==> src/rtl/uart_cmd_dispatcher_pkg.sv <==
// rtl/uart_cmd_dispatcher_pkg.sv - command codes and FSM states for the UART command dispatcher
package dispatch_pkg;

    localparam logic [7:0] CMD_TG    = 8'hA0;
    localparam logic [7:0] CMD_SPI   = 8'hA1;
    localparam logic [7:0] CMD_IMG   = 8'hA2;
    localparam logic [7:0] NACK_CODE = 8'hEE;

    typedef enum logic [3:0] {
        IDLE,
        ARG0,
        ARG1,
        TG_WR,
        SPI_START,
        SPI_WAIT,
        IMG_REQ,
        IMG_WAIT,
        IMG_HI,
        IMG_LO,
        TX,
        NACK
    } state_t;

endpackage

==> src/rtl/uart_cmd_dispatcher_if.sv <==
// rtl/uart_cmd_dispatcher_if.sv - UART, TG, SPI and image-buffer signals of the dispatcher
interface uart_cmd_dispatcher_if;
    logic        rx_valid;
    logic [7:0]  rx_data;
    logic        tx_valid;
    logic [7:0]  tx_data;
    logic        tx_ready;
    logic        tg_wr;
    logic [7:0]  tg_addr;
    logic [7:0]  tg_wdata;
    logic        spi_start;
    logic [7:0]  spi_tx;
    logic        spi_done;
    logic [7:0]  spi_rx;
    logic        img_rd;
    logic        img_valid;
    logic [15:0] img_data;
    logic        busy;
    logic        err;

    // Dispatcher side
    modport master (
        input  rx_valid, rx_data, tx_ready, spi_done, spi_rx, img_valid, img_data,
        output tx_valid, tx_data, tg_wr, tg_addr, tg_wdata, spi_start, spi_tx,
        output img_rd, busy, err
    );

    // Environment side (UART, TG, SPI master, image buffer)
    modport slave (
        output rx_valid, rx_data, tx_ready, spi_done, spi_rx, img_valid, img_data,
        input  tx_valid, tx_data, tg_wr, tg_addr, tg_wdata, spi_start, spi_tx,
        input  img_rd, busy, err
    );
endinterface

==> src/rtl/uart_cmd_dispatcher_timeout.sv <==
// rtl/uart_cmd_dispatcher_timeout.sv - idle-cycle watchdog for payload and peripheral waits
module dispatch_timeout #(
    parameter int TIMEOUT = 400000,
    parameter int CNT_W   = 19
) (
    input  logic clk,
    input  logic reset,
    input  logic clr,
    input  logic en,
    output logic expired
);
    logic [CNT_W-1:0] cnt;

    assign expired = (cnt == CNT_W'(TIMEOUT));

    // Count enabled idle cycles, saturating at TIMEOUT until cleared
    always_ff @(posedge clk or posedge reset) begin
        if (reset)
            cnt <= '0;
        else if (clr)
            cnt <= '0;
        else if (en && !expired)
            cnt <= cnt + 1'b1;
    end
endmodule

==> src/rtl/uart_cmd_dispatcher.sv <==
// rtl/uart_cmd_dispatcher.sv - host command parser and single-owner UART reply sequencer
import dispatch_pkg::*;

module uart_cmd_dispatcher #(
    parameter int TIMEOUT = 400000,
    parameter int CNT_W   = 19
) (
    input  logic           clk,
    input  logic           reset,
    uart_cmd_dispatcher_if.master bus
);
    state_t      state, state_n;
    logic [7:0]  cmd_q, tx_byte_q, tg_addr_q, tg_wdata_q, spi_tx_q;
    logic [15:0] pix_q;
    logic [8:0]  cnt_q;
    logic        err_q, err_n;
    logic        expired, tmo_clr, tmo_en;
    logic        tx_valid_w, tx_fire;

    assign tx_valid_w = (state == TX) || (state == NACK) || (state == IMG_HI) || (state == IMG_LO);
    assign tx_fire    = tx_valid_w && bus.tx_ready;

    // Watchdog only runs while waiting on the host or a peripheral
    assign tmo_en  = (state == ARG0) || (state == ARG1) || (state == SPI_WAIT) || (state == IMG_WAIT);
    assign tmo_clr = (state_n != state) || bus.rx_valid;

    dispatch_timeout #(.TIMEOUT(TIMEOUT), .CNT_W(CNT_W)) u_timeout (
        .clk     (clk),
        .reset   (reset),
        .clr     (tmo_clr),
        .en      (tmo_en),
        .expired (expired)
    );

    // Next-state and error decode; peripheral data beats a coincident timeout
    always_comb begin
        state_n = state;
        err_n   = 1'b0;
        case (state)
            IDLE: if (bus.rx_valid) begin
                if (bus.rx_data == CMD_TG || bus.rx_data == CMD_SPI || bus.rx_data == CMD_IMG)
                    state_n = ARG0;
                else begin
                    state_n = NACK;
                    err_n   = 1'b1;
                end
            end
            ARG0: if (bus.rx_valid) begin
                if (cmd_q == CMD_TG)       state_n = ARG1;
                else if (cmd_q == CMD_SPI) state_n = SPI_START;
                else                       state_n = IMG_REQ;
            end else if (expired) begin
                state_n = NACK;
                err_n   = 1'b1;
            end
            ARG1: if (bus.rx_valid) state_n = TG_WR;
                  else if (expired) begin state_n = NACK; err_n = 1'b1; end
            TG_WR:     state_n = TX;
            SPI_START: state_n = SPI_WAIT;
            SPI_WAIT: if (bus.spi_done) state_n = TX;
                      else if (expired) begin state_n = NACK; err_n = 1'b1; end
            IMG_REQ:   state_n = IMG_WAIT;
            IMG_WAIT: if (bus.img_valid) state_n = IMG_HI;
                      else if (expired) begin state_n = NACK; err_n = 1'b1; end
            IMG_HI: if (tx_fire) state_n = IMG_LO;
            IMG_LO: if (tx_fire) state_n = (cnt_q == 9'd1) ? IDLE : IMG_REQ;
            TX, NACK: if (tx_fire) state_n = IDLE;
            default: state_n = IDLE;
        endcase
        // Host bytes arriving while a command executes are discarded
        if (bus.rx_valid && state != IDLE && state != ARG0 && state != ARG1)
            err_n = 1'b1;
    end

    // State register plus all datapath latches
    always_ff @(posedge clk or posedge reset) begin
        if (reset) begin
            state      <= IDLE;
            err_q      <= 1'b0;
            cmd_q      <= '0;
            tx_byte_q  <= '0;
            tg_addr_q  <= '0;
            tg_wdata_q <= '0;
            spi_tx_q   <= '0;
            pix_q      <= '0;
            cnt_q      <= '0;
        end else begin
            state <= state_n;
            err_q <= err_n;
            if (state == IDLE && bus.rx_valid)
                cmd_q <= bus.rx_data;
            if (state == ARG0 && bus.rx_valid) begin
                if (cmd_q == CMD_TG)       tg_addr_q <= bus.rx_data;
                else if (cmd_q == CMD_SPI) spi_tx_q  <= bus.rx_data;
                else                       cnt_q     <= (bus.rx_data == 8'd0) ? 9'd256 : {1'b0, bus.rx_data};
            end
            if (state == ARG1 && bus.rx_valid)
                tg_wdata_q <= bus.rx_data;
            if (state == TG_WR)
                tx_byte_q <= CMD_TG;
            if (state == SPI_WAIT && bus.spi_done)
                tx_byte_q <= bus.spi_rx;
            if (state == IMG_WAIT && bus.img_valid)
                pix_q <= bus.img_data;
            if (state == IMG_LO && tx_fire)
                cnt_q <= cnt_q - 9'd1;
            if (state_n == NACK && state != NACK)
                tx_byte_q <= NACK_CODE;
        end
    end

    assign bus.tx_valid  = tx_valid_w;
    assign bus.tx_data   = (state == IMG_HI) ? pix_q[15:8] :
                           (state == IMG_LO) ? pix_q[7:0]  : tx_byte_q;
    assign bus.tg_wr     = (state == TG_WR);
    assign bus.tg_addr   = tg_addr_q;
    assign bus.tg_wdata  = tg_wdata_q;
    assign bus.spi_start = (state == SPI_START);
    assign bus.spi_tx    = spi_tx_q;
    assign bus.img_rd    = (state == IMG_REQ);
    assign bus.busy      = (state != IDLE);
    assign bus.err       = err_q;
endmodule

==> src/flat_wrapper.sv <==
// flat-port wrapper written by rule: the top's interface ports become plain ports
module uart_cmd_dispatcher_flat 
#(
    parameter int TIMEOUT = 400000,
    parameter int CNT_W   = 19
)
  (clk, reset, bus_rx_valid, bus_rx_data, bus_tx_ready, bus_spi_done, bus_spi_rx, bus_img_valid, bus_img_data, bus_tx_valid, bus_tx_data, bus_tg_wr, bus_tg_addr, bus_tg_wdata, bus_spi_start, bus_spi_tx, bus_img_rd, bus_busy, bus_err);
  uart_cmd_dispatcher_if bus_i ();
  input  logic clk;
  input  logic reset;
  input wire logic [$bits(bus_i.rx_valid)-1:0] bus_rx_valid;
  input wire logic [$bits(bus_i.rx_data)-1:0] bus_rx_data;
  input wire logic [$bits(bus_i.tx_ready)-1:0] bus_tx_ready;
  input wire logic [$bits(bus_i.spi_done)-1:0] bus_spi_done;
  input wire logic [$bits(bus_i.spi_rx)-1:0] bus_spi_rx;
  input wire logic [$bits(bus_i.img_valid)-1:0] bus_img_valid;
  input wire logic [$bits(bus_i.img_data)-1:0] bus_img_data;
  output wire logic [$bits(bus_i.tx_valid)-1:0] bus_tx_valid;
  output wire logic [$bits(bus_i.tx_data)-1:0] bus_tx_data;
  output wire logic [$bits(bus_i.tg_wr)-1:0] bus_tg_wr;
  output wire logic [$bits(bus_i.tg_addr)-1:0] bus_tg_addr;
  output wire logic [$bits(bus_i.tg_wdata)-1:0] bus_tg_wdata;
  output wire logic [$bits(bus_i.spi_start)-1:0] bus_spi_start;
  output wire logic [$bits(bus_i.spi_tx)-1:0] bus_spi_tx;
  output wire logic [$bits(bus_i.img_rd)-1:0] bus_img_rd;
  output wire logic [$bits(bus_i.busy)-1:0] bus_busy;
  output wire logic [$bits(bus_i.err)-1:0] bus_err;
  assign bus_i.rx_valid = bus_rx_valid;
  assign bus_i.rx_data = bus_rx_data;
  assign bus_i.tx_ready = bus_tx_ready;
  assign bus_i.spi_done = bus_spi_done;
  assign bus_i.spi_rx = bus_spi_rx;
  assign bus_i.img_valid = bus_img_valid;
  assign bus_i.img_data = bus_img_data;
  assign bus_tx_valid = bus_i.tx_valid;
  assign bus_tx_data = bus_i.tx_data;
  assign bus_tg_wr = bus_i.tg_wr;
  assign bus_tg_addr = bus_i.tg_addr;
  assign bus_tg_wdata = bus_i.tg_wdata;
  assign bus_spi_start = bus_i.spi_start;
  assign bus_spi_tx = bus_i.spi_tx;
  assign bus_img_rd = bus_i.img_rd;
  assign bus_busy = bus_i.busy;
  assign bus_err = bus_i.err;
  uart_cmd_dispatcher #(.TIMEOUT(TIMEOUT), .CNT_W(CNT_W)) u_core (.clk(clk), .reset(reset), .bus(bus_i));
endmodule
==> config.mk <==
export PLATFORM = sky130hd
export DESIGN_NAME = uart_cmd_dispatcher_flat
export DESIGN_NICKNAME = d
export VERILOG_FILES = /design/src/rtl/uart_cmd_dispatcher_pkg.sv /design/src/rtl/uart_cmd_dispatcher_if.sv /design/src/rtl/uart_cmd_dispatcher_timeout.sv /design/src/rtl/uart_cmd_dispatcher.sv /design/src/flat_wrapper.sv
export SDC_FILE = /design/constraint.sdc
export NUM_CORES = 1
export LEC_CHECK = 0
export ABC_AREA = 1
export BUFFER_PORTS_ARGS = -buffer_cell sky130_fd_sc_hd__buf_2
export CAP_MARGIN = 20
export CORE_MARGIN = 5
export CORE_UTILIZATION = 40
export DETAILED_ROUTE_END_ITERATION = 10
export PLACE_DENSITY_LB_ADDON = 0.3
export SYNTH_ARGS = -nofsm -noshare
export SYNTH_HDL_FRONTEND = slang
export SYNTH_SLANG_ARGS = --single-unit
==> constraint.sdc <==
create_clock -name clk -period 3.95 [get_ports clk]
set_input_delay 0.5925 -clock clk [delete_from_list [all_inputs] [get_ports clk]]
set_output_delay 0.5925 -clock clk [all_outputs]
set_load 0.02 [all_outputs]
Yosys cells after proc, flatten, opt, wreduce, memory -nomap -nowiden
Cells that the tools add are included.
{"block": "totals", "memories": 0, "latch_bits": 0, "mem_bits_rw": 0, "inputBits": 38, "ff_bits": 89, "output_inout_bits": 38, "rom_bits": 0, "word_cells": 105}
{"block": "op_classes", "magnitude_cmp": 0, "shifts": 0, "bitwise": 1, "n_eq_ne": 25, "n_mux": 34, "div_mod_pow": 0, "n_mul": 0, "n_reduce_logical": 33, "add_sub_neg": 2}
{"cell": "$mux W9", "count": 5}
{"cell": "$mux W4", "count": 11}
{"cell": "$pmux W4 S11", "count": 1}
{"cell": "$eq A8 B8 Y1 const B", "count": 5}
{"cell": "$mux W8", "count": 5}
{"cell": "$mux W19", "count": 2}
{"cell": "$eq A4 B4 Y1 const B", "count": 5}
{"cell": "$add A19 B1 Y19 const B", "count": 1}
{"cell": "$eq A19 B19 Y1 const B", "count": 1}
{"cell": "$eq A4 B3 Y1 const B", "count": 4}
{"cell": "$logic_and A1 B1 Y1", "count": 12}
{"cell": "$eq A9 B1 Y1 const B", "count": 1}
{"cell": "$logic_or A1 B1 Y1", "count": 9}
{"cell": "$sub A9 B1 Y9 const B", "count": 1}
{"cell": "$eq A4 B2 Y1 const B", "count": 2}
{"cell": "$logic_not A8 Y1", "count": 1}
{"cell": "$mux W1", "count": 7}
{"cell": "$reduce_and A3 Y1", "count": 2}
{"cell": "$eq A4 B1 Y1 const B", "count": 1}
{"cell": "$logic_not A4 Y1", "count": 1}
{"cell": "$ne A2 B2 Y1 const B", "count": 2}
{"cell": "$ne A4 B1 Y1 const B", "count": 1}
{"cell": "$ne A4 B2 Y1 const B", "count": 1}
{"cell": "$ne A4 B4 Y1", "count": 1}
{"cell": "11 further kinds", "count": 13}

Longest topological paths before layout
Gate-level depths: netlist of run 1.
{"block": "logic_depth", "depth_word": 10, "mapped_depth": 16}

Hierarchy
A second synthesis of run 1 with hierarchy kept.
{"block": "unflattened", "cells_unflattened": 641, "hier_area_um2": 4893.4}
{"module": "uart_cmd_dispatcher", "area_per_inst_um2": 3505.9, "cells_each": 435, "instances": 1}
{"module": "dispatch_timeout", "area_per_inst_um2": 1387.6, "cells_each": 206, "instances": 1}

Least setup slack after synthesis of run 1
Ideal clock, no wire load.
{"block": "synth_timing", "kind": "register to output", "startpoint": "register u_core.state[3]", "endpoint": "output port bus_tx_data[0]", "path_stages_with_launch": 6, "path_buffers": 1, "t_arrival_ns": 1.749, "slack_ns": 1.608, "path_cell_list": "dfrtp_1 -> inv_2 -> nor2_2 -> nand2_1 -> clkbuf_1 -> o21ai_0"}
{"block": "synth_via", "elab_chain_len": 3}
{"element": "start: declaration", "line": "uart_cmd_dispatcher.sv:12", "text": "state_t state, state_n;"}
{"element": "start signal: assignment", "line": "uart_cmd_dispatcher.sv:88", "text": "state <= state_n;"}
{"element": "$eq A4 B4 Y1", "line": "uart_cmd_dispatcher.sv:114", "text": "(state == IMG_LO) ? pix_q[7:0] : tx_byte_q;"}
{"element": "$mux W8", "line": "uart_cmd_dispatcher.sv:114"}
{"element": "$mux W8 *", "line": "uart_cmd_dispatcher.sv:113", "text": "assign bus.tx_data = (state == IMG_HI) ? pix_q[15:8] :"}
{"element": "end: declaration", "line": "flat_wrapper.sv:19", "text": "output wire logic [$bits(bus_i.tx_data)-1:0] bus_tx_data;"}
Mark *: on every way between the ends. The rest lies on a longest branch, timed or not.

Worst setup path in the final report of run 1
{"block": "layout_timing", "startpoint": "register u_core.state[3]", "endpoint": "output port bus_tx_data[4]"}
The elaborated chain is that of the path after synthesis.

==> results.txt, run 1 <==
Clk sinks -> 89
Startpoint types -> flip-flop
Worst-path clk slew -> 60 ps
Mapped Cells -> 568
Met3 usage -> 0.04998
Die width -> 118.0 µm
Rel. slew slack -> 0.5533
Drc violations -> 0
Initial DRC count -> 181
Yosys warns -> 0
WL final -> 11250 µm
Final max-slew violation count -> 0
Longest Clk Path Bufs -> 2
Critical path data arrival time -> 2130 ps
Fmax -> 367.5 MHz
Worst EP required -> 3360 ps
GR Util met2 -> 0.2567
# nets final -> 689
Yosys top cell area share -> 0.4777
Clock Latency Late Sink -> 350 ps
Final setup violation count -> 0
Post-Route Skew -> 6.801 ps
PostCTS Resize Cnt -> 0
Max-Cap Viols -> 0
Slowest cell on crit path -> dfrtp_1
GRT overflow -> 0
Static Leakage -> 2.707 nW
Crit path largest cell delay -> 490 ps
CORE AREA -> 11420 µm²
Number of global-route vias before repair -> 4016
Initial Utilization -> 0.4083
Cell accounting for the most synthesized area -> dfrtp_1
Tcrit/Tclk final -> 0.6889
ANT nets after route -> 0
Commonest cells post-synth -> nand2_1, dfrtp_1, nor2_1, inv_1, o21ai_0
#FFs+latches synth -> 89
Critical path's top delay family -> simple AND/OR/NAND/NOR gates
Fin area -> 5528 µm²
Most common cell on crit path -> nand2_1
Syn Std Cell Area -> 4662 µm²
Largest net degree at the start of global routing -> 51
CTS tree -> done
Vias per cell -> 4.971
Total CTS buffers -> 9
DR WL/cell -> 14.15 µm
Area post-placement -> 5182 µm²
Initial antenna violation count -> 0
DIE AREA -> 13910 µm²
Fin crit period -> 2721 ps
Layout cells sized above 1 -> 0.2255
Sequential share of the synthesized area -> 0.4777
EDFF count, synth -> 0
Number of antenna diodes -> 0
Root buffer cell -> clkbuf_16
Setup crit end kind -> output pin
Final GP Congestion -> 0.9381
Fraction of registers with async set/reset -> 1.000
GRT busiest layer -> met2
Distinct cells, synth -> 36
Met1 Use GR -> 0.2321
First-pass GRT wire length -> 19490 µm
DR pass1 iterations -> 4
Avg Cell Area, Syn -> 8.208 µm²
Total nets after synthesis -> 610
H-tree levels -> 3
Cell Chain, Critical Path -> inv_2 -> nor2_2 -> nand2_1 -> inv_1 -> nand2_1 -> o211ai_1 -> o21ai_0 -> buf_2
Power Dens Cells -> 678.8 nW/µm²
Peak supply drop -> 0.4178 mV
Port Buffers -> 75
IO Pins -> 76
CP Buf/Inv Count -> 3
GRT Util Overall -> 0.1693
Cts hold-fix bufs -> 0
Top cells by area, synth -> dfrtp_1, nand2_1, o21ai_0
HP Class -> primary input to async pin
Fin. Hold Viols -> 0
DIE HEIGHT -> 118.0 µm
Setup TNS -> 0 ps
Rows -> 39
Post-CTS setup buffer count -> 0
Status -> finished, final reports clean
Least-Margin Pin Slew -> 670.0 ps
CP max FO -> 12
Routed via count -> 3952
Detailed placement HPWL -> 8371 µm
Most common cell in the netlist -> nand2_1
CP Class -> flip-flop to output pin
RSZ-0062 raised after global routing -> false
Most used flip-flop cell after synthesis -> dfrtp_1
Area grow syn2layout -> 18.57%
==> power by group <==
| part | leakage (nW) | total [W] | internal, W | switching [W] |
|---|---|---|---|---|
| Sequential | 1.13 | 0.00131 | 0.00116 | 0.000154 |
| Combinational | 1.41 | 0.00146 | 0.000474 | 0.000983 |
| Clock | 0.166 | 0.000986 | 0.000634 | 0.000351 |
| Total | 2.71 | 0.00375 | 0.00226 | 0.00149 |
==> flip-flops by register name, summed over array words and instances, names as in the netlist <==
signal / count
u_core.tx_byte_q: 8
u_core.cmd_q: 8
u_core.bus.tg_wdata: 8
u_core.pix_q: 16
u_core.u_timeout.cnt: 19
u_core.bus.spi_tx: 8
u_core.cnt_q: 9
u_core.bus.err: 1
u_core.state: 4
u_core.bus.tg_addr: 8
==> worst paths after layout <==
check,end,slack [ps],start,depth (start not counted)
max in group asynchronous,u_core.pix_q[2],2890,reset,3
min,u_core.cmd_q[6],150,reset,2
max,bus_tx_data[4],1230,u_core.state[3],8
max reg2reg,u_core.u_timeout.cnt[14],1660,u_core.state[0],9
min reg2reg,u_core.bus.tg_addr[0],480,u_core.bus.tg_addr[0],2
min in group clk,u_core.tx_byte_q[0],470,bus_spi_rx[0],2
==> worst register-to-register path, stage by stage, from the launching register on <==
cell and delay (ps):
dfrtp_1 520, nand2_1 170, inv_2 100, nand3_2 420, nand3_2 230, nor2_2 70
a21oi_1 170, nor2_2 70, nand2_4 320, nor2_1 90
==> final cells by class <==
type / instances / area (µm²)
multi-input cells: 400 / 2122
flip-flops and latches: 89 / 2227
clock inverters: 5 / 102.6
well taps: 143 / 178.9
clock buffers: 11 / 242.7
fillers: 1105 / 5891
inverters: 70 / 264.0
repair buffers: 77 / 390.4
==> cells in the final DEF, fill, tap and decap left out, types with 3 or more instances in the layout <==
cell	synthesis	layout
nand2_1	139	139
dfrtp_1	89	89
buf_2	0	75
nor2_1	64	64
inv_1	62	61
o21ai_0	49	49
nand3_1	22	22
a21oi_1	15	15
o211ai_1	15	15
nor2_4	14	14
xor2_1	11	11
clkbuf_16	0	9
nand2_2	8	8
inv_2	7	7
nor2_2	7	7
nand4_1	7	7
nor3_1	7	7
mux2_2	7	7
nand3_2	4	4
ha_1	4	4
xnor2_1	3	3
o31ai_1	3	3
bufinv_16	0	3
==> metrics by stage <==
step	setup slack (ps)	total power, W	hold WS (ps)	std cells	utilization
2_1_floorplan	1051	0.002408	452.9	568	-
3_5_place_dp	1618	0.002787	472.9	779	0.4539
6_report	1229	0.003753	146.5	795	0.4841
5_1_grt	1057	0.004029	156.9	795	0.4841
4_1_cts	1203	0.003795	142.0	795	0.4841
3_3_place_gp	1660	0.002754	464.2	779	0.4539
==> kinds of logic (layout without fill, tap and decap cells) <==
logic type      after synthesis  after routing  synth area share
fa+ha+maj                     4              4           0.01074
compound gates               96             96            0.1218
mux                           7              7           0.01691
simple gates                279            279            0.2794
xor+xnor                     14             14           0.02630
flops                        89             89            0.4777
buf+inv                      79            163           0.06710
==> metal layers <==
layer / routed length [µm] / part of all wire
met1: 5242 / 0.47
met2: 4995 / 0.44
met3: 845 / 0.075
met4: 165 / 0.015
met5: 0 / 0
(Power assumes the default switching activity.)
==> run 2: changes to the inputs <==
--- a/config.mk
+++ b/config.mk
@@ -5,7 +5,7 @@
 export SDC_FILE = /design/constraint.sdc
 export NUM_CORES = 1
 export LEC_CHECK = 0
-export ABC_AREA = 1
+export ABC_AREA = 0
 export BUFFER_PORTS_ARGS = -buffer_cell sky130_fd_sc_hd__buf_2
 export CAP_MARGIN = 20
 export CORE_MARGIN = 5
==> constraint.sdc (replaced) <==
create_clock -name clk -period 2.5 [get_ports clk]
set_input_delay 0.375 -clock clk [delete_from_list [all_inputs] [get_ports clk]]
set_output_delay 0.375 -clock clk [all_outputs]
set_load 0.02 [all_outputs]
==> run 2 against run 1 <==
- final cell count decreased by 19%
- sequential cell count unchanged
- critical path type is now flip-flop to flip-flop
- synthesized area decreased by 3.5%
- die area decreased by 3.2%
- clock-buffer cell count decreased by 2
- wire length decreased by 6.8%
- core utilization increased by 1.3 points
- first-iteration DRC count decreased by 23%
- global-route usage decreased by 0.58 points
- synthesized cell count decreased by 27%
- clock power increased by 33%
- highest routed layer unchanged
==> results.txt, run 2 <==
Status -> finished, final reports clean
Fin Hold WS -> 124.1 ps (-22.47 ps)
Power Dens Cells -> 1105 nW/µm² (+63%)
Fraction of registers with async set/reset -> 1.000 (unchanged)
DR WL/cell -> 16.21 µm (+15%)
Post-CTS setup buffer count -> 0 (unchanged)
Initial DRC count -> 139 (-23%)
Initial antenna violation count -> 0 (unchanged)
CORE AREA -> 10940 µm² (-4.2%)
Worst-path clk slew -> 60 ps (about the same)
Cts hold-fix bufs -> 0 (unchanged)
GRT overflow -> 0 (unchanged)
HP Class -> primary input to async pin
ANT nets after route -> 0 (unchanged)
Critical path data arrival time -> 2610 ps (+480 ps)
Post-Route Skew -> 8.119 ps (+1.318 ps)
Biggest register -> u_core.u_timeout.cnt
Cell Chain, Critical Path -> buf_4 -> o21bai_1 -> a32oi_1 -> and4bb_2 -> or4_4 -> nand4_4 -> a32o_1
# nets final -> 545 (-21%)
Routed via count -> 3536 (-11%)
Top cells by area, synth -> dfrtp_1, mux2_2, xor2_1
Fin crit period -> 2331 ps
Final max-slew violation count -> 0 (unchanged)
Startpoint types -> flip-flop
Final GP Congestion -> 0.7991 (-15%)
Most common cell after layout, fill and taps aside -> dfrtp_1
Yosys top cell area share -> 0.4949 (+0.01713)
Longest Clk Path Bufs -> 2 (unchanged)
Yosys warns -> 0 (unchanged)
Static Leakage -> 2.505 nW (-7.5%)
Peak supply drop -> 0.6107 mV (+46%)
Vias per cell -> 5.465 (+9.9%)
CTS tree -> done
Setup crit end kind -> flip-flop
DIE HEIGHT -> 116.1 µm (-1.6%)
Distinct cells, synth -> 57 (+58%)
DIE AREA -> 13470 µm² (-3.2%)
IO Pins -> 76 (unchanged)
Clock Latency Late Sink -> 340 ps (about the same)
Cell accounting for the most synthesized area -> dfrtp_1
Total CTS buffers -> 9 (unchanged)
GRT Util Overall -> 0.1636 (-0.005788)
Max FFs per register -> 19 (unchanged)
Die width -> 116.1 µm (-1.6%)
Syn Std Cell Area -> 4501 µm² (-3.5%)
Crit path largest cell delay -> 600 ps (+110 ps)
First-pass GRT wire length -> 17280 µm (-11%)
Number of fill cells -> 1033 (-6.5%)
Largest net degree at the start of global routing -> 38 (-25%)
Placed Cells -> 632 (-19%)
Tcrit/Tclk final -> 0.9323
Number of global-route vias before repair -> 3454 (-14%)
Slowest cell on crit path -> dfrtp_1
Rel. slew slack -> 0.5491 (-0.004238)
Detailed placement HPWL -> 7440 µm (-11%)
#FFs+latches synth -> 89 (unchanged)
Port Buffers -> 75 (unchanged)
Most used flip-flop cell after synthesis -> dfrtp_1
DR pass1 iterations -> 7 (+3)
Biggest regs -> u_core.u_timeout.cnt x19, u_core.pix_q x16, u_core.cnt_q x9
Rows -> 38 (-2.6%)
Final setup violation count -> 0 (unchanged)
Commonest cells after routing, fill and taps aside -> dfrtp_1, buf_2, mux2_2
Setup TNS -> 0 ps (unchanged)
CP max FO -> 13 (+1)
Most common cell in the netlist -> dfrtp_1
Least-Margin Pin Slew -> 674.9 ps (+4.937 ps)
Mapped Cells -> 417 (-27%)
Number of antenna diodes -> 0 (unchanged)
Final core occ -> 0.4970 (+0.01291)
Area grow syn2layout -> 20.77%
H-tree levels -> 3 (unchanged)
EDFF count, synth -> 0 (unchanged)
Initial Utilization -> 0.4116 (+0.003272)
Commonest cells post-synth -> dfrtp_1, mux2_2, nor2_1, nand2_1, nor3_1
Setup slack after layout -> 169.2 ps (-1060 ps)
DP Worst Slack -> 33.18 ps (-1585 ps)
Total nets after synthesis -> 459 (-25%)
Final non-filler cell total -> 647 (-19%)
Layout cells sized above 1 -> 0.3471 (+0.1217)
Clk sinks -> 89 (unchanged)
Drc violations -> 0 (unchanged)
PostCTS Resize Cnt -> 0 (unchanged)
Avg Cell Area, Syn -> 10.79 µm² (+31%)
Worst EP required -> 2780 ps (-580 ps)
Max-Cap Viols -> 0 (unchanged)
Sequential share of the synthesized area -> 0.4949 (+0.01713)
WL final -> 10490 µm (-6.8%)
RSZ-0062 raised after global routing -> false
Fmax -> 429.0 MHz
CP Class -> flip-flop to flip-flop
Fin. Hold Viols -> 0 (unchanged)
Root buffer cell -> clkbuf_16
[run 2: worst paths after layout]
kind	startpoint	endpoint	slack (ps)	cells past startpoint
setup / recovery	u_core.state[1]	u_core.tx_byte_q[0]	170	7
hold / removal	reset	u_core.u_timeout.cnt[9]	120	2
setup reg to reg	u_core.state[1]	u_core.tx_byte_q[0]	170	7
hold reg to reg	u_core.bus.tg_wdata[6]	u_core.bus.tg_wdata[6]	490	2
max in group asynchronous	reset	u_core.tx_byte_q[1]	1620	3
min in group clk	bus_spi_rx[4]	u_core.tx_byte_q[4]	260	2
[run 2: power by group]
group / total (W) / switching [W] / internal, W
Combinational: 0.00250 / 0.00144 / 0.00106
Clock: 0.00131 / 0.000549 / 0.000763
Sequential: 0.00219 / 0.000316 / 0.00188
Total: 0.00600 / 0.00231 / 0.00370
[run 2: cells by family (layout without fill, tap and decap cells)]
group,after synthesis,count (layout),synth area share
AND/OR/NAND/NOR,158,158,0.1966
flip-flops,89,89,0.4949
buffers and inverters,30,120,0.02919
XOR/XNOR,19,19,0.03698
multiplexers,56,56,0.1376
adder cells (fa/ha/maj),4,4,0.01112
AO/OA/AOI/OAI,61,61,0.09369
[run 2: stage by stage]
stage / total power [W] / area (µm²)
after floorplan: 0.003966 / 4504
after global placement: 0.004638 / 5129
after detailed placement: 0.004703 / 5129
after CTS: 0.006037 / 5414
after global routing: 0.006411 / 5435
final: 0.006004 / 5435
[run 2: routing by layer]
layer  vias up  wire, µm  GRT usage
met5         -         0          0
li1       1696         -          -
met2        93      4908     0.2520
met1      1737      4888     0.2280
met3        10       582    0.05117
met4         0       108    0.03558
[run 2: area by class of cell]
| type | count | area [µm²] | area share |
|---|---|---|---|
| clock buffer | 9 | 225.2 | 0.04144 |
| clock inverter | 6 | 60.06 | 0.01105 |
| inverter | 10 | 41.29 | 0.007597 |
| multi-input combinational | 298 | 2168 | 0.3989 |
| sequential | 89 | 2227 | 0.4098 |
| tap | 140 | 175.2 | 0.03223 |
| timing repair buffer | 95 | 538.0 | 0.09899 |
[run 2: worst max-delay path, delay by kind of cell, from the launching register on]
| kind | cells | cell delay [ps] |
|---|---|---|
| compound gates | 3 | 440 |
| buf+inv | 1 | 230 |
| flops | 1 | 600 |
| simple gates | 3 | 990 |
